--- config.mk ---
export PLATFORM = sky130hd
export DESIGN_NAME = if_prefetch_queue
export DESIGN_NICKNAME = d
export VERILOG_FILES = /design/src/rtl/if_prefetch_queue.sv
export SDC_FILE = /design/constraint.sdc
export NUM_CORES = 1
export LEC_CHECK = 0
export BUFFER_PORTS_ARGS = -buffer_cell sky130_fd_sc_hd__buf_2
export CAP_MARGIN = 20
export CORE_MARGIN = 2
export CORE_UTILIZATION = 38
export DETAILED_ROUTE_END_ITERATION = 8
export PLACE_DENSITY = 0.52
export SLEW_MARGIN = 20
export SYNTH_ARGS = -nofsm -noshare
export SYNTH_HDL_FRONTEND = slang
export SYNTH_SLANG_ARGS = --single-unit
--- constraint.sdc ---
create_clock -name clk -period 8.28 [get_ports clk]
set_input_delay 0.414 -clock clk [delete_from_list [all_inputs] [get_ports clk]]
set_output_delay 0.414 -clock clk [all_outputs]
set_load 0.01 [all_outputs]
--- src/rtl/if_prefetch_queue.sv ---
// rtl/if_prefetch_queue.sv - instruction fetch unit with credit-controlled prefetch queue
module if_prefetch_queue #(
    parameter int                ADDR_W   = 32,
    parameter int                INST_W   = 32,
    parameter int                DEPTH    = 4,
    parameter int                PC_STEP  = 4,
    parameter logic [ADDR_W-1:0] RESET_PC = '0
) (
    input  logic                       clk,
    input  logic                       rst_n,
    input  logic                       br,
    input  logic [ADDR_W-1:0]          br_target,
    output logic                       mem_re,
    output logic [ADDR_W-1:0]          mem_addr_o,
    input  logic                       mem_busy,
    input  logic                       mem_done,
    input  logic [INST_W-1:0]          mem_data_i,
    input  logic                       id_ready,
    output logic                       inst_valid,
    output logic [ADDR_W-1:0]          pc_o,
    output logic [INST_W-1:0]          inst_o,
    output logic                       stallreq,
    output logic [$clog2(DEPTH+1)-1:0] q_count
);
    localparam int                CNT_W = $clog2(DEPTH + 1);
    localparam int                PTR_W = $clog2(DEPTH);
    localparam logic [CNT_W-1:0]  FULL  = CNT_W'(DEPTH);
    localparam logic [ADDR_W-1:0] STEP  = ADDR_W'(PC_STEP);

    typedef enum logic [1:0] {IDLE, REQ, WAIT, DROP} state_t;

    state_t            state;
    logic [ADDR_W-1:0] fetch_pc;
    logic [ADDR_W-1:0] pc_mem   [DEPTH];
    logic [INST_W-1:0] inst_mem [DEPTH];
    logic [PTR_W-1:0]  rd_ptr;
    logic [PTR_W-1:0]  wr_ptr;
    logic [CNT_W-1:0]  count;
    logic [CNT_W-1:0]  count_next;
    logic              push;
    logic              pop;

    // A redirect kills both the pop and the push of the same cycle.
    assign pop  = inst_valid && id_ready && !br;
    assign push = (state == WAIT) && mem_done && !br;

    always_comb begin
        count_next = count;
        if (push && !pop)
            count_next = count + 1'b1;
        else if (pop && !push)
            count_next = count - 1'b1;
    end

    assign q_count  = count;
    assign stallreq = !inst_valid;
    assign pc_o     = inst_valid ? pc_mem[rd_ptr]   : '0;
    assign inst_o   = inst_valid ? inst_mem[rd_ptr] : '0;

    always_ff @(posedge clk) begin
        if (rst_n && push) begin
            pc_mem[wr_ptr]   <= fetch_pc;
            inst_mem[wr_ptr] <= mem_data_i;
        end
    end

    always_ff @(posedge clk) begin
        if (!rst_n) begin
            state      <= IDLE;
            fetch_pc   <= RESET_PC;
            count      <= '0;
            rd_ptr     <= '0;
            wr_ptr     <= '0;
            inst_valid <= 1'b0;
            mem_re     <= 1'b0;
            mem_addr_o <= '0;
        end else begin
            if (br) begin
                count      <= '0;
                rd_ptr     <= '0;
                wr_ptr     <= '0;
                inst_valid <= 1'b0;
                fetch_pc   <= br_target;
            end else begin
                count      <= count_next;
                inst_valid <= (count_next != '0);
                if (pop)
                    rd_ptr <= rd_ptr + 1'b1;
                if (push) begin
                    wr_ptr   <= wr_ptr + 1'b1;
                    fetch_pc <= fetch_pc + STEP;
                end
            end

            case (state)
                IDLE: begin
                    if (!br && count < FULL) begin
                        state      <= REQ;
                        mem_re     <= 1'b1;
                        mem_addr_o <= fetch_pc;
                    end
                end
                REQ: begin
                    if (!mem_busy) begin
                        mem_re <= 1'b0;
                        state  <= br ? DROP : WAIT;
                    end else if (br) begin
                        mem_re <= 1'b0;
                        state  <= IDLE;
                    end
                end
                WAIT: begin
                    if (br) begin
                        state <= mem_done ? IDLE : DROP;
                    end else if (mem_done) begin
                        // Chain the next read immediately while a slot is still free.
                        if (count_next < FULL) begin
                            state      <= REQ;
                            mem_re     <= 1'b1;
                            mem_addr_o <= fetch_pc + STEP;
                        end else begin
                            state <= IDLE;
                        end
                    end
                end
                DROP: begin
                    if (mem_done)
                        state <= IDLE;
                end
                default: state <= IDLE;
            endcase
        end
    end

    always_ff @(posedge clk) begin
        if (rst_n) begin
            assert (!(push && !pop && count == FULL));
            assert (!(pop && count == '0));
        end
    end
endmodule

* Yosys cells after proc, flatten, opt, wreduce, memory -nomap -nowiden *
Memories as Yosys holds them, arrays and structs flattened. A register that Yosys moved wholly into a read port is not among the register bits.
Index checks and enable logic that the tools add are counted.

storage, ports and cells
  register bits = 75
  bits in writable memories = 256
  bits of input ports = 70
  output and inout port bits = 102
  word-level logic and storage cells = 83
  memories kept = 2

memory list
  name      depth  bits a word  rd ports  clocked after memory_dff  wr ports  RTL line  source
  inst_mem  4      32           1         1                         1         35        logic [INST_W-1:0] inst_mem [DEPTH];
  pc_mem    4      32           1         1                         1         34        logic [ADDR_W-1:0] pc_mem [DEPTH];

cells by class
  add/sub/neg operators = 5
  order comparisons = 2
  equal/unequal tests = 10
  multiplexer cells = 34
  bitwise operators = 1
  reductions and logical operators = 21

operators with widths
  cell                   number
  $mux 32                8
  $pmux 32 s2            1
  $add 32x3->32 const B  1
  $mux 2                 11
  $mux 1                 10
  $logic_and 1x1->1      8
  $ne 2x2->1 const B     4
  $pmux 2 s4             1
  $lt 3x3->1 const B     2
  $mux 3                 2
  $ne 3x3->1 const B     2
  $reduce_and 6->1       1
  $reduce_bool 3->1      2
  $reduce_and 5->1       1
  $add 2x1->2 const B    2
  $eq 2x2->1 const B     2
  $logic_not 1->1        4
  $reduce_and 4->1       1
  $reduce_bool 2->1      2
  $add 3x1->3 const B    1
  $pmux 1 s3             1
  $sub 3x1->3 const B    1
  $eq 2x1->1 const B     1
  $logic_not 2->1        1
  3 further kinds        3

* Depth between registers and ports, before layout *
Gate-level depths: netlist of the first run.

  depth after elaboration = 12
  mapped depth = 8
  gate-level depth less buffers = 6

* Least setup slack after synthesis of the first run *
Ideal clock, no wire load.

  path kind = register -> register
  start = reg state[1]
  end = mem inst_mem[0][0], enable pin
  data arrival time = 2.494 ns
  setup slack = 5.357 ns
  stages on the path, launching flop included = 4
  path buffers = 1
  clock period less this slack = 2.923 ns
  path through = dfxtp_1 and3b_1 clkbuf_1 and3_1

between the ends
  cells in the longest elaborated chain, start to end = 6

ends and longest elaborated chain
  element                          RTL line  source
  from (decl)                      32        state_t state;
  from (signal assigned)           106       state <= br ? DROP : WAIT;
  from (signal assigned)           114       state <= mem_done ? IDLE : DROP;
  $eq 2x2->1                       45        assign push = (state == WAIT) && mem_done && !br;
  $logic_and 1x1->1 (2 in series)  45
  $logic_and 1x1->1                61        if (rst_n && push) begin
  $mux 1                           61
  $mux 1 (implied by the code)     63        inst_mem[wr_ptr] <= mem_data_i;
  to (decl)                        35

Every way passes these cells.

==> results of run 1 <==
-- area by class of cell --
| class | instances | area [µm²] | share of cell area, % |
|---|---|---|---|
| clock buffers | 45 | 944.7 | 5.892 |
| clock inverters | 18 | 216.5 | 1.350 |
| inverters | 10 | 37.54 | 0.2341 |
| multi-input cells | 483 | 4126 | 25.74 |
| flip-flops and latches | 333 | 9238 | 57.62 |
| well taps | 461 | 576.8 | 3.598 |
| repair buffers | 176 | 893.4 | 5.572 |
-- power breakdown --
| part | internal, mW | switching [mW] | total [mW] |
|---|---|---|---|
| Clock | 0.941 | 0.640 | 1.58 |
| Combinational | 0.0695 | 0.0968 | 0.166 |
| Sequential | 1.83 | 0.0440 | 1.87 |
-- sequential cells by signal, summed over array words and instances (netlist names), named ones only --
register    cells
mem_re          1
pc_mem        128
state           2
inst_mem      128
inst_valid      1
q_count         3
wr_ptr          2
mem_addr_o     32
rd_ptr          2
fetch_pc       32
-- how the worst max path moves through the flow --
stage | from | endpoint | cells past startpoint | slack (ns)
after global routing | register | pc_o[3] | 4 | 4.62
after detailed placement | rst_n | inst_mem[3][28] | 4 | 4.98
after floorplan | state[1] | inst_mem[0][0] | 3 | 5.36
after CTS | register | pc_o[3] | 4 | 4.74
final | register | pc_o[3] | 4 | 4.88
after global placement | rst_n | inst_mem[1][3] | 4 | 5.03
-- cells by family after synthesis --
group           Yosys count  synth area share [%]
flops                   333                 67.85
simple gates            230                 9.742
compound gates          114                 4.737
mux                      71                 11.11
buf+inv                  65                 1.968
xor+xnor                 59                 3.799
fa+ha+maj                 9                0.7911
-- critical path, cell delays in order, from the launching register on --
cell     delay [ns]
dfxtp_4        0.57
buf_4          0.82
mux4_2         0.68
and2_1         0.19
buf_2          0.13
-- layer usage --
metal	up-vias	wire length (µm)
li1	3674	-
met1	3886	15100
met2	202	14320
met3	37	1548
met4	0	535
met5	-	0
-- layout by cell type, fill, tap and decap left out, types with 13 or more instances in the layout --
cell	synthesis	final
a211oi_1	13	13
nand3_1	17	17
nor2_1	44	44
and2_1	66	66
o21ai_0	46	46
dfxtp_1	77	74
nor3_1	14	14
nand2_1	30	30
mux4_2	64	64
buf_2	13	171
a21oi_1	43	43
edfxtp_1	256	256
xor2_1	22	22
clkbuf_16	0	36
xnor2_1	37	37
-- per-stage QoR --
step / setup WS [ns] / total power [mW] / utilization [%]
2_1_floorplan: 5.357 / 1.986 / -
3_3_place_gp: 5.034 / 2.074 / 42.01
3_5_place_dp: 4.982 / 2.075 / 42.01
4_1_cts: 4.737 / 3.659 / 45.30
5_1_grt: 4.624 / 3.745 / 45.30
6_report: 4.883 / 3.617 / 45.30
==> flow_summary.json, run 1 <==
{
  "outcome": "complete, no violations",
  "max_cap_viol_count": 0,
  "rows": 69,
  "use_met3_pct": 2.787,
  "hold_path.startpoint": "mem_data_i[26]",
  "yosys.cell_count.top_type": "edfxtp_1",
  "htreeDepth": 2,
  "synth_top_area_cell": "edfxtp_1",
  "synth_cell_types": 50,
  "vdd_drop_max_v": 0.0001594,
  "num_antenna_cells": 0,
  "clk_pin_slew_ns": 0.06,
  "nFillCells": 3215,
  "area_growth_pct": 17.87,
  "setup_violations": 0,
  "r2r-start": "state[1]",
  "post-cts-setup-buffers": 0,
  "vias_per_cell": 5.111,
  "grt.met1_usage_pct": 24.58,
  "die_w_um": 193.2,
  "root_buffer": "clkbuf_16",
  "antenna_found_initial": 1,
  "grt_pass1_wl_mm": 46.66,
  "min_period_ns": 3.397,
  "criticalPathCategory": "register to output pin",
  "finalNetCount": 1117,
  "arrival_ns": 2.98,
  "clock_sinks": 333,
  "synthesis.nets": 958,
  "use_met2_pct": 26.32,
  "numCtsBuffers": 36,
  "finalCritPeriodShare_pct": 41.03,
  "ios": 172,
  "start_util_pct": 38.43,
  "place_congestion": 0.7749,
  "cts_tree": "yes",
  "required_ns": 7.87,
  "slew_headroom_pct": 30.95,
  "finalMaxSlewViolations": 0,
  "startpoint_type": "register",
  "cp-end-kind": "output pin",
  "placed_area_um2": 14870,
  "worstRegToRegCells": 6,
  "yosys-top-cells-count": "256 x edfxtp_1, 77 x dfxtp_1, 66 x and2_1, 64 x mux4_2, 46 x o21ai_0",
  "syn_area_um2": 13600,
  "clock_path_buffers": 3,
  "hold_violations": 0,
  "final_antenna_net_count": 0,
  "grt_most_used_layer": "met2",
  "vias": 7799,
  "whs_ns": 0.1071,
  "syn_area_per_cell_um2": 15.44,
  "fp.dieH_um": 193.2,
  "synth_edf_count": 256,
  "grt_pass1_vias": 7778,
  "drt_iter0_markers": 386,
  "cts_resized": 0,
  "dp_hpwl_mm": 19.61,
  "reg2reg_slack_ns": 5.48,
  "tightest_slew_ns": 1.036,
  "power.leakage_nw": 5.537,
  "synth_top_cell_area_share_pct": 56.52,
  "cp_max_fo": 48,
  "die-area_um2": 37320,
  "totalNegativeSetupSlack_ns": 0,
  "hold_buffers": 0,
  "drive_above_1_share_pct": 29.39,
  "skew_ns": 0.01069,
  "hold_depth": 1,
  "drc": 0,
  "p_per_area_nw_per_um2": 225.6,
  "whs_endpoint": "inst_mem[3][26]",
  "wl_mm": 31.51,
  "grt_max_degree": 68,
  "fin_cells": 1526,
  "max_freq_mhz": 294.4,
  "design_area_um2": 16030,
  "async_flop_share_pct": 0,
  "rsz0062_at_grt": "no",
  "grt_overflow": 0,
  "seq_area_frac_synth_pct": 67.85,
  "synth_cells": 881,
  "synth-main-ff-cell": "edfxtp_1",
  "place_inst": 1463,
  "min_path_type": "input port to register",
  "io_buffers": 171,
  "core_area_um2": 35400,
  "grtUsageTotal_pct": 16.84,
  "r2r_end": "mem_addr_o[0]",
  "synth_area_leaders": "edfxtp_1 57%, dfxtp_1 11%, mux4_2 11%",
  "ys_warn_count": 0,
  "avgRoutedWirePerCell_um": 20.65,
  "drt_pass1_iterations": 5,
  "ys_ff_latch": 333,
  "clk_latency_ns": 0.52
}
No activity file was read; power rests on OpenSTA's default activity.
==> inputs of run 2 (changes only) <==
--- a/config.mk
+++ b/config.mk
@@ -10,7 +10,7 @@
 export CORE_MARGIN = 2
 export CORE_UTILIZATION = 38
 export DETAILED_ROUTE_END_ITERATION = 8
-export PLACE_DENSITY = 0.52
+export PLACE_DENSITY = 0.54
 export SLEW_MARGIN = 20
 export SYNTH_ARGS = -nofsm -noshare
 export SYNTH_HDL_FRONTEND = slang
==> constraint.sdc (replaced) <==
create_clock -name clk -period 2.97 [get_ports clk]
set_input_delay 0.1485 -clock clk [delete_from_list [all_inputs] [get_ports clk]]
set_output_delay 0.1485 -clock clk [all_outputs]
set_load 0.01 [all_outputs]
==> run 2 against run 1 <==
Clock skew up 0.00059 ns. Sequential cell count unchanged. Non-clock buffer count up 86. Sequential power rose to 2.8 times the previous value. Utilization up 2.5 points. Clock power rose to 2.7 times the previous value. Cell count up 5.6%. Design area up 5.4%. Critical path type unchanged. Critical endpoint unchanged. Largest cell class unchanged. Highest routed layer unchanged.
==> flow_summary.json, run 2 (same netlist as run 1, synthesis figures left out) <==
{
  "outcome": "complete, no violations",
  "clk_latency_ns": 0.50,
  "start_util_pct": 38.43,
  "arrival_ns": 2.29,
  "grt_pass1_wl_mm": 49.45,
  "finalCritPeriodShare_pct": 82.05,
  "rows": 69,
  "final_antenna_net_count": 0,
  "whs_ns": 0.02628,
  "clock_sinks": 333,
  "placed_area_um2": 15150,
  "cts_tree": "yes",
  "cp-end-kind": "output pin",
  "criticalPathCategory": "register to output pin",
  "vdd_drop_max_v": 0.0003378,
  "num_antenna_cells": 0,
  "min_path_type": "input port to register",
  "vias": 8300,
  "tightest_slew_ns": 0.6834,
  "finalWorstSetupSlack_ns": 0.5331,
  "final_cell_mix": "256 x edfxtp_1, 171 x buf_2, 74 x dfxtp_1",
  "clk_pin_slew_ns": 0.06,
  "place_congestion": 0.8080,
  "area_growth_pct": 24.26,
  "root_buffer": "clkbuf_16",
  "place_inst": 1487,
  "reg.largest.list": "inst_mem x128, pc_mem x128",
  "io_buffers": 171,
  "die_w_um": 193.2,
  "numCtsBuffers": 37,
  "finalMaxSlewViolations": 0,
  "cts_resized": 0,
  "min_period_ns": 2.437,
  "power.leakage_nw": 5.930,
  "grtUsageTotal_pct": 17.59,
  "layout_commonest_cell": "edfxtp_1",
  "p_total_mw": 10.09,
  "drt_pass1_iterations": 4,
  "drc": 0,
  "skew_ns": 0.01127,
  "die-area_um2": 37320,
  "grt_pass1_vias": 8337,
  "required_ns": 2.82,
  "totalNegativeSetupSlack_ns": 0,
  "post-cts-setup-buffers": 0,
  "slew_headroom_pct": 54.44,
  "antenna_found_initial": 0,
  "wl_mm": 32.72,
  "avgRoutedWirePerCell_um": 20.30,
  "clock_path_buffers": 3,
  "vias_per_cell": 5.149,
  "design_area_um2": 16900,
  "max_freq_mhz": 410.4,
  "finalNetCount": 1204,
  "ios": 172,
  "max_cap_viol_count": 0,
  "post-route-util_pct": 47.75,
  "drive_above_1_share_pct": 29.02,
  "cp_max_fo": 64,
  "grt_max_degree": 65,
  "hold_violations": 0,
  "hold_buffers": 62,
  "drt_iter0_markers": 549,
  "dp_slack_ns": 0.6617,
  "htreeDepth": 2,
  "fin_cells": 1612,
  "fp.dieH_um": 193.2,
  "rsz0062_at_grt": "no",
  "p_per_area_nw_per_um2": 596.9,
  "grt_overflow": 0,
  "dp_hpwl_mm": 20.34,
  "setup_violations": 0,
  "startpoint_type": "register",
  "core_area_um2": 35400
}
## run 2: final cells by class
cell class              instances  area (µm²)
fillers                      3161       18500
flip-flops and latches        333        9238
multi-input cells             483        4126
repair buffers                262        1794
clock buffers                  48       987.2
well taps                     461       576.8
clock inverters                15       141.4
inverters                      10       37.54
## run 2: worst max-delay path, stage by stage (launching register included)
cell and delay [ns]:
dfxtp_4 0.35, buf_12 0.39, mux4_2 0.61, and2_1 0.18, buf_2 0.13
## run 2: report_power, final
group / internal (mW) / switching (mW) / leakage [nW]
Combinational: 0.258 / 0.298 / 2.42
Sequential: 5.09 / 0.108 / 2.96
Clock: 2.59 / 1.74 / 0.554
Total: 7.94 / 2.15 / 5.93
## run 2: routing by layer
layer  GRT usage [%]  up-vias  share of wire (%)
met2           28.60      207                 47
met3           2.932       38                4.8
li1                -     3856                  -
met4           3.788        0                1.6
met1           24.97     4199                 47
met5               0        -                  0
## run 2: worst paths after layout
check	from	endpoint	slack [ns]	cells past startpoint
min	br_target[21]	fetch_pc[21]	0.03	3
max reg2reg	fetch_pc[16]	mem_addr_o[26]	0.62	5
min reg2reg	mem_re	mem_re	0.49	2
max	register	pc_o[3]	0.53	4
